**config.mk**
```make
export PLATFORM = sky130hd
export DESIGN_NAME = neuron_train_sequencer
export DESIGN_NICKNAME = d
export VERILOG_FILES = /design/src/rtl/neuron_train_sequencer.sv
export SDC_FILE = /design/constraint.sdc
export NUM_CORES = 1
export LEC_CHECK = 0
export ABC_AREA = 1
export ABC_CLOCK_PERIOD_IN_PS = 1800
export BUFFER_PORTS_ARGS = -buffer_cell sky130_fd_sc_hd__buf_2
export CORE_ASPECT_RATIO = 0.75
export CORE_MARGIN = 3
export CORE_UTILIZATION = 48
export DETAILED_ROUTE_END_ITERATION = 8
export PLACE_DENSITY = 0.77
export SYNTH_ARGS = -nofsm -noshare
export SYNTH_HDL_FRONTEND = slang
export SYNTH_SLANG_ARGS = --single-unit
```
**constraint.sdc**
```tcl
create_clock -name clk -period 1.8 [get_ports clk]
set_input_delay 0.36 -clock clk [delete_from_list [all_inputs] [get_ports clk]]
set_output_delay 0.36 -clock clk [all_outputs]
set_load 0.03 [all_outputs]
```
**src/rtl/neuron_train_sequencer.sv**
```systemverilog
// Epoch sequencer for perceptron training: streams samples from a synchronous memory into
// the neuron over a request/ready handshake and stops on weight convergence or an epoch limit.
module neuron_train_sequencer #(
  parameter int unsigned ADDR_W    = 8,
  parameter int unsigned MAX_EPOCH = 64
) (
  input  logic              clk,
  input  logic              rst,
  input  logic              start,
  input  logic [ADDR_W-1:0] nSamples,
  output logic              memRd,
  output logic [ADDR_W-1:0] memAddr,
  input  logic [15:0]       memData,
  input  logic              requestFlag,
  output logic              dataReady,
  output logic [6:0]        x1,
  output logic [6:0]        x2,
  output logic [1:0]        t,
  output logic [31:0]       nOut,
  input  logic [13:0]       w1,
  input  logic [13:0]       w2,
  input  logic [13:0]       b,
  output logic              busy,
  output logic              finished,
  output logic              converged,
  output logic [7:0]        epochCount
);

  typedef enum logic [2:0] {
    StIdle, StFetch, StWaitMem, StWaitReq, StCheck, StPresent, StDone
  } state_e;

  state_e            state_q, state_d;
  logic [ADDR_W-1:0] n_q, n_d;
  logic [ADDR_W-1:0] idx_q, idx_d;
  logic [7:0]        epoch_q, epoch_d;
  logic              conv_q, conv_d;
  logic              pend_q, pend_d;
  logic              req_prev_q, req_prev_d;
  logic [41:0]       snap_q, snap_d;
  logic [15:0]       sample_q, sample_d;
  logic              fin_q;
  logic [41:0]       weights;
  logic              req_rise;

  assign weights  = {w1, w2, b};
  assign req_rise = requestFlag & ~req_prev_q;

  always_comb begin
    state_d    = state_q;
    n_d        = n_q;
    idx_d      = idx_q;
    epoch_d    = epoch_q;
    conv_d     = conv_q;
    pend_d     = pend_q;
    req_prev_d = requestFlag;
    snap_d     = snap_q;
    sample_d   = sample_q;
    memRd      = 1'b0;
    dataReady  = 1'b0;

    unique case (state_q)
      StIdle: begin
        // Edge history restarts with each run so a request held across start still counts.
        req_prev_d = start ? 1'b0 : req_prev_q;
        if (start) begin
          n_d     = nSamples;
          idx_d   = '0;
          epoch_d = '0;
          conv_d  = 1'b0;
          pend_d  = 1'b0;
          state_d = (nSamples == '0) ? StDone : StFetch;
        end
      end
      StFetch: begin
        memRd   = 1'b1;
        state_d = StWaitMem;
      end
      StWaitMem: begin
        sample_d = memData;
        state_d  = StWaitReq;
      end
      StWaitReq: begin
        if (pend_q) state_d = (idx_q == '0) ? StCheck : StPresent;
      end
      StCheck: begin
        if (epoch_q != 8'd0 && weights == snap_q) begin
          conv_d  = 1'b1;
          state_d = StDone;
        end else if (epoch_q == 8'(MAX_EPOCH)) begin
          state_d = StDone;
        end else begin
          snap_d  = weights;
          state_d = StPresent;
        end
      end
      StPresent: begin
        dataReady = 1'b1;
        pend_d    = 1'b0;
        if (idx_q == n_q - ADDR_W'(1)) begin
          idx_d = '0;
          if (epoch_q != 8'hff) epoch_d = epoch_q + 8'd1;
        end else begin
          idx_d = idx_q + ADDR_W'(1);
        end
        state_d = StFetch;
      end
      StDone:  state_d = StIdle;
      default: state_d = StIdle;
    endcase

    if (state_q != StIdle && req_rise) pend_d = 1'b1;
  end

  always_ff @(posedge clk or negedge rst) begin
    if (!rst) begin
      state_q    <= StIdle;
      n_q        <= '0;
      idx_q      <= '0;
      epoch_q    <= '0;
      conv_q     <= 1'b0;
      pend_q     <= 1'b0;
      req_prev_q <= 1'b0;
      snap_q     <= '0;
      sample_q   <= '0;
      fin_q      <= 1'b0;
    end else begin
      state_q    <= state_d;
      n_q        <= n_d;
      idx_q      <= idx_d;
      epoch_q    <= epoch_d;
      conv_q     <= conv_d;
      pend_q     <= pend_d;
      req_prev_q <= req_prev_d;
      snap_q     <= snap_d;
      sample_q   <= sample_d;
      fin_q      <= (state_q == StDone);
    end
  end

  assign memAddr    = (state_q == StFetch) ? idx_q : '0;
  assign x1         = sample_q[6:0];
  assign x2         = sample_q[13:7];
  assign t          = sample_q[15:14];
  assign nOut       = 32'(n_q);
  assign busy       = (state_q != StIdle) && (state_q != StDone);
  assign finished   = fin_q;
  assign converged  = conv_q;
  assign epochCount = epoch_q;

endmodule

```
==> out/metrics.csv, run 1 <==
stage,metric,value,unit
clocking,number of H-tree levels,3,
timing,Fmax,0.530,GHz
yosys,count of flip-flops with a built-in enable after synthesis,0,
yosys,"Top FF cell, synth",dfrtp_1,
floorplan,Ports,139,
yosys,Yosys cell types,30,
timing,Setup TNS,-2.26,ns
yosys,Yosys reg bits,89,
yosys,yosys warns,0,
worst_setup_path,Critical Path Fanout Max,4,
min_path,Hold Path Class,in -> reg,
floorplan,Core Footprint,9770,um^2
timing,crit path time final,1.89,ns
pwr,Max IR drop VDD,0.917,mV
pwr,leak pwr,0.00350,uW
worst_setup_path,CP Capture Type,flop,
route,DR iter-0 viols,359,
worst_setup_path,Worst EP required,2.02,ns
placed_design,Final HPWL DP,8780,um
clocking,CTS Sinks,89,
yosys,synthesized area per cell,7.58,um^2
clocking,deepest clock path buffer count,2,
worst_setup_path,crit start category,flop,
clocking,CTS tree,yes,
layout,final net count,875,
clocking,clk root buf,clkbuf_16,
grt,gr ovfl total,0,
timing,setup ws final,-0.0874,ns
job,Max Cap Viol,0,
placed_design,gpl congestion,0.923,
grt,initial antenna violation count,0,
timing,final hold vios,0,
worst_setup_path,Most common cell on crit path,nand2_1,
route,TritonRoute pass-1 iters,6,
worst_setup_path,Worst path slowest cell,dfrtp_2,
timing,Layout Skew,0.00569,ns
worst_setup_path,CP bufs+invs,3,
status,violated checks,setup timing,
timing,fin. max-slew vios,0,
timing,# setup viols final,46,
route,DRC violations left,0,
worst_setup_path,WP depth,14,
floorplan,die width,123,um
grt,vias in the first global route,4421,
layout,synth-to-layout area growth,37.1,%
floorplan,floorplan row count,31,
grt,largest net degree at the start of global routing,34,
placed_design,Setup WS pre-CTS,-0.0891,ns
worst_setup_path,"delay-heaviest family, CP",simple AND/OR/NAND/NOR gates,
yosys,synthesized area,4890,um^2
layout,share of cells above drive strength 1,32.5,%
timing,RSZ-0062 raised after global routing,yes,
worst_setup_path,critical path arrival,2.11,ns
route,WL final,13800,um
route,post-route ant nets,0,
floorplan,die area,11400,um^2
clocking,clk_lat worst skew,0.34,ns
grt,first-pass GRT wire length,20100,um
timing,Min Hold Slack,0.224,ns
route,drt wl/cell,14.7,um
layout,Diodes inserted,0,
route,total number of vias,4776,
placed_design,I/O Buffers,114,
floorplan,Initial Utilization,50.0,%
yosys,ys async rst share,100,%
timing,Tcrit/Tclk final,105,%
clocking,TritonCTS Buffers,9,
status,status,"finished, violations left",
route,DR vias/cell,5.10,
yosys,sequential cell area fraction in the yosys report,45.5,%
min_path,hold depth,3,
worst_setup_path,R2R depth,14,
clocking,"Clk pin slew, worst setup/hold paths",0.06,ns
floorplan,Die Height,93.4,um
pwr,P per Cell Area,1570,nW/um^2
yosys,Post-Syn Instances,645,
worst_setup_path,crit-path cells,inv_2 -> ha_4 -> nand3_4 -> nor2_2 -> nor2_1 -> nand2_1 -> nor2_2 -> nand3_2 -> nand3_4 -> buf_12 -> buf_6 -> nand2_2 -> nand2_1 -> nand2_1,
grt,Total GRT Usage,22.1,%
worst_setup_path,Worst Setup Path Type,reg -> reg,
worst_setup_path,"slowest stage delay, CP",0.38,ns
state kept, by name, summed over array words and instances, names as in the netlist, 3 cells and up:
name,count
snap_q,42
sample_q,16
epochCount,8
idx_q,8
n_q,8
state_q,3
cell usage after synthesis, drive strengths merged, types with 5 or more instances:
cell type    n  share of area [%]
nand2      262                 20
dfrtp       89                 46
inv         72                5.5
nor2        47                3.8
o21ai       35                3.6
buf         31                4.4
xnor2       30                5.4
nand3       20                2.3
xor2        15                2.7
nor3        12                1.6
nand4        7               0.90
o22ai        6               0.77
ha           5                1.3
logic make-up (layout without fill, tap and decap cells):
group / count (synthesis) / after routing / synth area share (%)
and+or+nand+nor: 352 / 353 / 29.4
buffers and inverters: 107 / 242 / 10.4
DFF: 89 / 89 / 45.5
AOI/OAI and AO/OA: 46 / 46 / 5.22
xor gates and xnor gates: 45 / 45 / 8.06
adders and majority gates: 5 / 5 / 1.28
other: 1 / 24 / 0.0767
worst register-to-register path, cell delays in order, from the launching register on:
cell and delay, ns:
dfrtp_2 0.38, inv_2 0.06, ha_4 0.15, nand3_4 0.08, nor2_2 0.05, nor2_1 0.10
nand2_1 0.08, nor2_2 0.19, nand3_2 0.14, nand3_4 0.14, buf_12 0.15, buf_6 0.10
nand2_2 0.04, nand2_1 0.06, nand2_1 0.05
placed cells by master, fill, tap and decap left out, types with 7 or more instances in the layout:
cell type / instances
xnor2_1: 30
buf_4: 26
inv_2: 8
nand2_4: 14
xor2_1: 15
o21ai_0: 19
conb_1: 24
nand3_1: 14
nand4_1: 7
buf_2: 102
nand2_2: 23
o21ai_1: 10
nor2_2: 12
clkbuf_16: 13
nand2_1: 226
nor2_1: 29
nor3_1: 8
buf_6: 13
dfrtp_1: 83
inv_1: 61
metrics by stage:
stage,power (uW),instances,utilization (%),area [um^2]
6_report,10500,936,68.6,6700
5_1_grt,11200,936,68.6,6700
4_1_cts,9830,926,64.3,6290
3_5_place_dp,7480,900,58.5,5720
3_3_place_gp,7270,900,58.5,5720
2_1_floorplan,6340,668,-,5030
cell type report:
| type | instances | area (um^2) |
|---|---|---|
| clock buffer | 12 | 246 |
| clock inverter | 3 | 65.1 |
| fill | 739 | 3070 |
| inverter | 72 | 288 |
| multi-input combinational | 473 | 2580 |
| sequential | 89 | 2230 |
| tap | 132 | 165 |
| timing repair buffer | 155 | 1130 |
worst paths after layout:
check	start	endpoint	slack, ns
max	epochCount[0]$_DFFE_PN0P_	state_q[0]$_DFFE_PN0P_	-0.09
min	memData[5]	sample_q[5]$_DFFE_PN0P_	0.22
max reg2reg	epochCount[0]$_DFFE_PN0P_	state_q[0]$_DFFE_PN0P_	-0.09
min reg2reg	sample_q[9]$_DFFE_PN0P_	sample_q[9]$_DFFE_PN0P_	0.47
max in group asynchronous	rst	snap_q[39]$_DFFE_PN0P_	0.62
min in group asynchronous	rst	snap_q[8]$_DFFE_PN0P_	0.52
report_power, final:
part / internal [uW] / switching (uW)
combinational: 2010 / 3090
clock: 1240 / 724
sequential: 2790 / 684
per-layer routing:
metal	part of all wire, %	vias to the layer above	track usage (%)
li1	-	2252	-
met5	0	-	0
met2	49	202	36.8
met1	41	2275	28.3
met3	6.5	47	5.08
met4	2.8	0	7.83
timing repair:
| item | 4_1_cts | 5_1_grt |
|---|---|---|
| gates cloned | 2 | 6 |
| pin swaps | 6 | 26 |
| buffers inserted | 8 | 5 |
| hold buffers | 1 | 0 |
| gates resized for setup | 42 | 90 |
| endpoints found under the hold margin | 30 | 0 |
| endpoints found under the setup margin | 47 | 73 |
Power figures use the tool's default switching activity.
==> run 2: changes to the inputs <==
--- a/config.mk
+++ b/config.mk
@@ -6,12 +6,13 @@
 export NUM_CORES = 1
 export LEC_CHECK = 0
 export ABC_AREA = 1
-export ABC_CLOCK_PERIOD_IN_PS = 1800
+export ABC_CLOCK_PERIOD_IN_PS = 1700
 export BUFFER_PORTS_ARGS = -buffer_cell sky130_fd_sc_hd__buf_2
 export CORE_ASPECT_RATIO = 0.75
 export CORE_MARGIN = 3
 export CORE_UTILIZATION = 48
 export DETAILED_ROUTE_END_ITERATION = 8
+export GPL_ROUTABILITY_DRIVEN = 0
 export PLACE_DENSITY = 0.77
 export SYNTH_ARGS = -nofsm -noshare
 export SYNTH_HDL_FRONTEND = slang
==> constraint.sdc (replaced) <==
create_clock -name clk -period 1.7 [get_ports clk]
set_input_delay 0.17 -clock clk [delete_from_list [all_inputs] [get_ports clk]]
set_output_delay 0.17 -clock clk [all_outputs]
set_load 0.03 [all_outputs]
==> run 2 against run 1 <==
The flow still finishes with violations (setup timing). Via count is 1.9% lower. Count of clock-buffer cells in the layout is 1 lower. Flip-flop and latch count stayed put. Non-clock buffer count is 3 higher. Combinational power is 7.8% higher. Sequential share of layout area is 0.44 points lower. Largest cell class unchanged. Largest power group unchanged. Highest routed layer unchanged.
==> out/metrics.csv, run 2 (same netlist as run 1, synthesis figures left out) <==
stage,metric,value,unit,change
timing,worst rel slew slack,64.0,%,
status,violated checks,setup timing,,
timing,setup ws final,-0.199,ns,-0.112 ns
pwr,Max IR drop VDD,0.933,mV,+1.8%
clocking,clk root buf,clkbuf_16,,
grt,vias in the first global route,4525,,+2.4%
timing,Tcrit/Tclk final,112,%,+6.9 points
route,TritonRoute pass-1 iters,5,,-1
timing,RSZ-0062 raised after global routing,yes,,
worst_setup_path,R2R setup slack,-0.20,ns,-0.11 ns
grt,initial antenna violation count,0,,unchanged
worst_setup_path,Most common cell on crit path,nand2_1,,
timing,# setup viols final,60,,+30%
layout,Diodes inserted,0,,unchanged
floorplan,die width,123,um,unchanged
route,total number of vias,4686,,-1.9%
pwr,leak pwr,0.00353,uW,+0.62%
layout,Multi-input gate area,2680,um^2,+4.1%
route,DRC violations left,0,,unchanged
layout,"commonest non-fill, non-tap cell in the layout",nand2_1,,
worst_setup_path,critical path endpoint,state_q[0]$_DFFE_PN0P_,,
grt,first-pass GRT wire length,20800,um,+3.2%
worst_setup_path,CP Capture Type,flop,,
layout,Reg with most FFs,snap_q,,
clocking,TritonCTS Buffers,9,,unchanged
worst_setup_path,Worst path slowest cell,dfrtp_1,,
clocking,CTS Sinks,89,,unchanged
worst_setup_path,critical path arrival,2.12,ns,about the same
worst_setup_path,crit start category,flop,,
floorplan,die area,11400,um^2,unchanged
layout,most frequent cells in the layout,"nand2_1 (197), buf_2 (105), dfrtp_1 (83)",,
min_path,Hold Path Class,in -> reg,,
timing,Worst Tran Pin Value,0.540,ns,
route,post-route ant nets,0,,unchanged
timing,Min Hold Slack,0.0251,ns,-0.199 ns
layout,Filler cells,765,,+3.5%
timing,crit path time final,1.90,ns,+0.0116 ns
worst_setup_path,R2R depth,12,,-2
route,DR iter-0 viols,287,,-20%
pwr,P per Cell Area,1670,nW/um^2,+6.1%
timing,final hold vios,0,,unchanged
worst_setup_path,CP startpoint,snap_q[31]$_DFFE_PN0P_,,
floorplan,floorplan row count,31,,unchanged
placed_design,I/O Buffers,114,,unchanged
floorplan,Die Height,93.4,um,unchanged
layout,share of cells above drive strength 1,36.5,%,+4.0 points
worst_setup_path,"slowest stage delay, CP",0.42,ns,+0.04 ns
layout,max reg flops,42,,unchanged
floorplan,Core Footprint,9770,um^2,unchanged
route,WL final,13400,um,-3.2%
job,Max Cap Viol,0,,unchanged
status,status,"finished, violations left",,
layout,biggest regs,"snap_q x42, sample_q x16",,
clocking,CTS tree,yes,,
worst_setup_path,Critical Path Fanout Max,7,,+3
clocking,number of H-tree levels,3,,unchanged
grt,Total GRT Usage,22.7,%,+0.66 points
worst_setup_path,crit-path cells,xnor2_1 -> nand2_1 -> nor2_1 -> nand2_1 -> nor2_2 -> nand3_2 -> nand3_4 -> buf_12 -> buf_12 -> nand2_2 -> nand2_1 -> nand2_1,,
worst_setup_path,Reg2Reg Launch Point,snap_q[31]$_DFFE_PN0P_,,
grt,gr ovfl total,0,,unchanged
placed_design,Final HPWL DP,8650,um,-1.4%
layout,storage element area,2230,um^2,unchanged
timing,Layout Skew,0.00931,ns,+0.00362 ns
worst_setup_path,Worst EP required,1.92,ns,-0.10 ns
route,DR vias/cell,4.99,,-2.3%
clocking,"Clk pin slew, worst setup/hold paths",0.06,ns,about the same
pwr,Total Power,11300,uW,+7.5%
worst_setup_path,Crit Reg-Reg Endpoint,state_q[0]$_DFFE_PN0P_,,
floorplan,Ports,139,,unchanged
floorplan,Initial Utilization,50.0,%,unchanged
route,drt wl/cell,14.2,um,-3.6%
layout,synth-to-layout area growth,38.9,%,
worst_setup_path,Worst Setup Path Type,reg -> reg,,
clocking,clk_lat worst skew,0.34,ns,about the same
timing,Fmax,0.527,GHz,-0.61%
clocking,deepest clock path buffer count,2,,unchanged
timing,fin. max-slew vios,0,,unchanged
grt,largest net degree at the start of global routing,45,,+32%
layout,final net count,878,,+0.34%
==> run 2: cell types whose count changed in the layout (fill, tap and decap cells not counted), moves of 6 or more <==
cell,before,now
o21ai_0,19,13
nand2_4,14,20
nand2_2,23,46
buf_4,26,39
buf_6,13,1
nand2_1,226,197
==> run 2: through the flow <==
step	setup TNS [ns]	cell area (um^2)	util, %	worst slack (ns)	cells
floorplan	-1.63	5030	-	-0.115	668
global placement	-1.88	5740	58.7	-0.0688	907
detailed placement	-4.23	5740	58.7	-0.118	907
CTS	-0.674	6440	65.9	-0.0690	937
global route	-15.30	6790	69.5	-0.348	940
finish	-6.68	6790	69.5	-0.199	940
==> run 2: timing repair <==
item | CTS | global route
hold buffers | 1 | 0
setup buffers | 6 | 4
gates cloned | 7 | 1
resized for setup | 54 | 120
endpoints found under the setup margin | 67 | 70
pin swaps | 11 | 43
endpoints found under the hold margin | 38 | 0
==> run 2: final cells by class <==
class / instances / share of cell area [%]
flip-flops and latches: 89 / 32.9
repair buffers: 158 / 16.4
clock buffers: 11 / 3.43
well taps: 132 / 2.43
inverters: 72 / 4.16
multi-input cells: 473 / 39.5
clock inverters: 5 / 1.18
==> run 2: critical path: cells and delay by family, from the launching register on <==
kind                   cells  cell delay, ns
buffers and inverters      2            0.27
XOR/XNOR                   1            0.17
flip-flops                 1            0.42
AND/OR/NAND/NOR            9            0.92
==> run 2: routing by layer <==
layer  GRT usage, %  share of wire, %
met1           30.3                43
met2           36.9                48
met3           4.78               6.1
met4           7.92               2.6
met5              0                 0
==> run 2: worst min-delay path by stage <==
| stage | to | slack (ns) | cells after the start | startpoint |
|---|---|---|---|---|
| floorplan | converged$_DFFE_PN0P_ | -0.13 | 0 | rst |
| global placement | snap_q[9]$_DFFE_PN0P_ | 0.19 | 1 | rst |
| detailed placement | snap_q[9]$_DFFE_PN0P_ | 0.19 | 1 | rst |
| CTS | sample_q[5]$_DFFE_PN0P_ | 0.01 | 3 | memData[5] |
| global route | sample_q[9]$_DFFE_PN0P_ | 0.03 | 3 | memData[9] |
| finish | sample_q[5]$_DFFE_PN0P_ | 0.03 | 3 | memData[5] |
==> run 2: power breakdown <==
group	switching [uW]	total (uW)	internal, uW
Sequential	776	3730	2950
Clock	819	2100	1290
Combinational	3320	5500	2180
Total	4910	11300	6420
==> run 3: changes to the inputs <==
--- a/config.mk
+++ b/config.mk
@@ -5,12 +5,12 @@
 export SDC_FILE = /design/constraint.sdc
 export NUM_CORES = 1
 export LEC_CHECK = 0
-export ABC_AREA = 1
+export ABC_AREA = 0
 export ABC_CLOCK_PERIOD_IN_PS = 1700
 export BUFFER_PORTS_ARGS = -buffer_cell sky130_fd_sc_hd__buf_2
 export CORE_ASPECT_RATIO = 0.75
 export CORE_MARGIN = 3
-export CORE_UTILIZATION = 48
+export CORE_UTILIZATION = 47
 export DETAILED_ROUTE_END_ITERATION = 8
 export GPL_ROUTABILITY_DRIVEN = 0
 export PLACE_DENSITY = 0.77
==> run 3 against run 2 <==
The flow still finishes with violations (setup timing). Clock skew shrank 0.0026 ns. Via count shrank 16%. Total power shrank 0.61%. Register-to-register slack lost 0.50 ns. Sequential power shrank 4%. Routed wire length shrank 9.5%. Die area shrank 2.1%. Count of clock-buffer cells in the layout shrank 2. Clock power grew 10%. Critical endpoint is now epochCount[4]$_DFFE_PN0P_. Largest cell class unchanged. Highest routed layer unchanged.
==> out/metrics.csv, run 3 <==
stage,metric,value,unit,change
status,status,"finished, violations left",,
status,violated checks,setup timing,,
grt,first-pass GRT wire length,19500,um,-6.0%
pwr,clock network power share,20.6,%,+2.0 points
yosys,synthesized area per cell,10.8,um^2,+43%
worst_setup_path,Worst EP required,1.97,ns,+0.05 ns
yosys,post-synth top area share,47.6,%,+2.0 points
grt,initial antenna violation count,0,,unchanged
route,post-route ant nets,0,,unchanged
worst_setup_path,Worst Setup Path Type,reg -> reg,,
pwr,switching power share of the total,37.0,%,-6.3 points
floorplan,Ports,139,,unchanged
worst_setup_path,crit start category,flop,,
layout,biggest regs,"snap_q x42, sample_q x16",,
timing,RSZ-0062 raised after global routing,yes,,
worst_setup_path,CP Capture Type,flop,,
timing,Tcrit/Tclk final,141,%,+30 points
timing,Layout Skew,0.00667,ns,-0.00264 ns
placed_design,I/O Buffers,114,,unchanged
route,DR iter-0 viols,404,,+41%
yosys,Post-synth top cells,"dfrtp_1 (89), mux2_2 (59), xnor2_1 (49), nand2_1 (38), buf_4 (24)",,
layout,most frequent cells in the layout,"buf_2 (104), dfrtp_1 (82), buf_4 (63)",,
placed_design,placed cells,717,,-21%
layout,fin cells,753,,-20%
clocking,TritonCTS Buffers,9,,unchanged
route,DR vias/cell,5.24,,+5.1%
yosys,Yosys cell types,45,,+50%
grt,largest net degree at the start of global routing,50,,+11%
worst_setup_path,CP startpoint,n_q[0]$_DFFE_PN0P_,,
pwr,Power Internal,7090,uW,+10%
min_path,Hold Path Class,in -> reg,,
clocking,deepest clock path buffer count,2,,unchanged
worst_setup_path,critical path arrival,2.67,ns,+0.55 ns
clocking,clk root buf,clkbuf_16,,
pwr,Seq pwr share,31.8,%,-1.1 points
layout,"commonest non-fill, non-tap cell in the layout",buf_2,,
pwr,Total Power,11300,uW,-0.61%
grt,gr ovfl total,0,,unchanged
worst_setup_path,Reg2Reg Launch Point,n_q[0]$_DFFE_PN0P_,,
layout,final net count,695,,-21%
floorplan,die width,121,um,-1.0%
yosys,Post-Syn Instances,433,,-33%
floorplan,Initial Utilization,49.9,%,-0.12 points
layout,synth-to-layout area growth,41.9,%,
layout,Reg with most FFs,snap_q,,
yosys,ys async rst share,100,%,unchanged
clocking,"Clk pin slew, worst setup/hold paths",0.07,ns,about the same
grt,Total GRT Usage,21.7,%,-1.0 points
yosys,"count leader, synth",dfrtp_1,,
timing,fin. max-slew vios,0,,unchanged
yosys,"Top FF cell, synth",dfrtp_1,,
timing,crit path time final,2.40,ns,+0.502 ns
layout,Diodes inserted,0,,unchanged
layout,share of cells above drive strength 1,50.4,%,+14 points
grt,vias in the first global route,4046,,-11%
route,TritonRoute pass-1 iters,5,,unchanged
timing,setup ws final,-0.701,ns,-0.502 ns
layout,Filler cells,654,,-15%
yosys,sequential cell area fraction in the yosys report,47.6,%,+2.0 points
min_path,hold path start,nSamples[3],,
floorplan,Core Footprint,9380,um^2,-4.0%
floorplan,floorplan row count,30,,-3.2%
pwr,P per Cell Area,1690,nW/um^2,+1.6%
route,total number of vias,3944,,-16%
pwr,Sw Pwr,4170,uW,-15%
clocking,CTS Sinks,89,,unchanged
timing,# setup viols final,62,,+3.3%
clocking,number of H-tree levels,3,,unchanged
placed_design,Final HPWL DP,8450,um,-2.3%
pwr,Logic pwr share,47.5,%,-1.0 points
route,drt wl/cell,16.1,um,+13%
yosys,Yosys top cell by area,dfrtp_1,,
worst_setup_path,Critical Path Fanout Max,7,,unchanged
layout,max reg flops,42,,unchanged
yosys,synthesized area,4680,um^2,-4.2%
yosys,count of flip-flops with a built-in enable after synthesis,0,,unchanged
timing,Fmax,0.417,GHz,-21%
layout,final core occ,70.8,%,+1.3 points
pwr,leak pwr,0.00305,uW,-13%
route,WL final,12100,um,-9.5%
floorplan,Die Height,92.5,um,-1.0%
timing,Min Hold Slack,0.0447,ns,+0.0196 ns
yosys,Yosys reg bits,89,,unchanged
route,DRC violations left,0,,unchanged
clocking,clk_lat worst skew,0.34,ns,about the same
pwr,Max IR drop VDD,1.25,mV,+34%
timing,final hold vios,0,,unchanged
job,Max Cap Viol,0,,unchanged
yosys,yosys warns,0,,unchanged
clocking,CTS tree,yes,,
yosys,synth top area cells,"dfrtp_1 (48%), mux2_2 (14%), xnor2_1 (9.2%)",,
timing,Setup TNS,-34.04,ns,-27.36 ns
floorplan,die area,11200,um^2,-2.1%
-- run 3: cell types whose count changed in the layout (fill, tap and decap cells not counted), moves of 14 or more --
cell	before	now
buf_4	39	63
buf_6	1	15
inv_1	61	11
mux2_2	0	58
nand2_1	197	36
nand2_2	46	2
nand2_4	20	0
nor2_1	33	17
xnor2_1	30	49
-- run 3: repair_timing --
action	in CTS	in global routing
pin swaps	10	11
resized for setup	31	36
hold endpoints to repair	30	0
setup buffers	11	9
setup endpoints to repair	73	70
cloned	5	0
hold buffers	1	0
-- run 3: power groups by stage --
stage                     combinational [uW]  clock (uW)  sequential [uW]
after floorplan                         2650           0             4190
after global placement                  4520           0             3540
after detailed placement                4670           0             3610
after CTS                               5080        2360             3590
after global routing                    5760        2450             3700
final                                   5350        2320             3590
-- run 3: worst paths after layout --
path / endpoint / slack (ns) / cells after the start
max: epochCount[4]$_DFFE_PN0P_ / -0.70 / 9
min: n_q[3]$_DFFE_PN0P_ / 0.04 / 3
max reg2reg: epochCount[4]$_DFFE_PN0P_ / -0.70 / 9
min reg2reg: converged$_DFFE_PN0P_ / 0.49 / 2
max in group asynchronous: sample_q[13]$_DFFE_PN0P_ / 0.75 / 3
min in group asynchronous: snap_q[40]$_DFFE_PN0P_ / 0.34 / 2
-- run 3: worst max-delay path, stage by stage, from the launching register on --
cell and delay [ns]:
dfrtp_2 0.43, inv_1 0.09, ha_1 0.18, buf_4 0.12
nor4b_2 0.22, mux2i_1 0.14, o2bb2ai_2 0.33, o211ai_4 0.19
or4_1 0.47, a21oi_2 0.15
-- run 3: metal layers --
metal / wire length [um] / part of all wire (%) / vias up / GRT usage [%]
met3: 798 / 6.6 / 12 / 4.46
met5: 0 / 0 / - / 0
met1: 5310 / 44 / 1913 / 29.2
met2: 5840 / 48 / 159 / 35.9
li1: - / - / 1860 / -
met4: 136 / 1.1 / 0 / 5.97
-- run 3: through the flow --
stage          instance area [um^2]  setup slack, ns
6_report                       6640           -0.701
5_1_grt                        6640           -0.757
4_1_cts                        6460           -0.632
3_5_place_dp                   5820           -0.690
3_3_place_gp                   5820           -0.607
2_1_floorplan                  4890           -0.707
-- run 3: layout make-up --
type | instances | area, um^2 | share of cell area, %
clock inverter | 7 | 124 | 1.86
tap | 128 | 160 | 2.41
timing repair buffer | 191 | 1360 | 20.5
clock buffer | 9 | 225 | 3.39
sequential | 89 | 2240 | 33.7
multi-input combinational | 315 | 2480 | 37.3
inverter | 14 | 57.6 | 0.866
-- run 3: cells by family after synthesis --
group           after synthesis  synth area share [%]
buf+inv                      53                  6.28
other cells                   1                0.0801
xor+xnor                     54                  10.1
mux                          62                  14.8
compound gates               39                  5.56
simple gates                130                  14.3
flops                        89                  47.6
fa+ha+maj                     5                  1.34
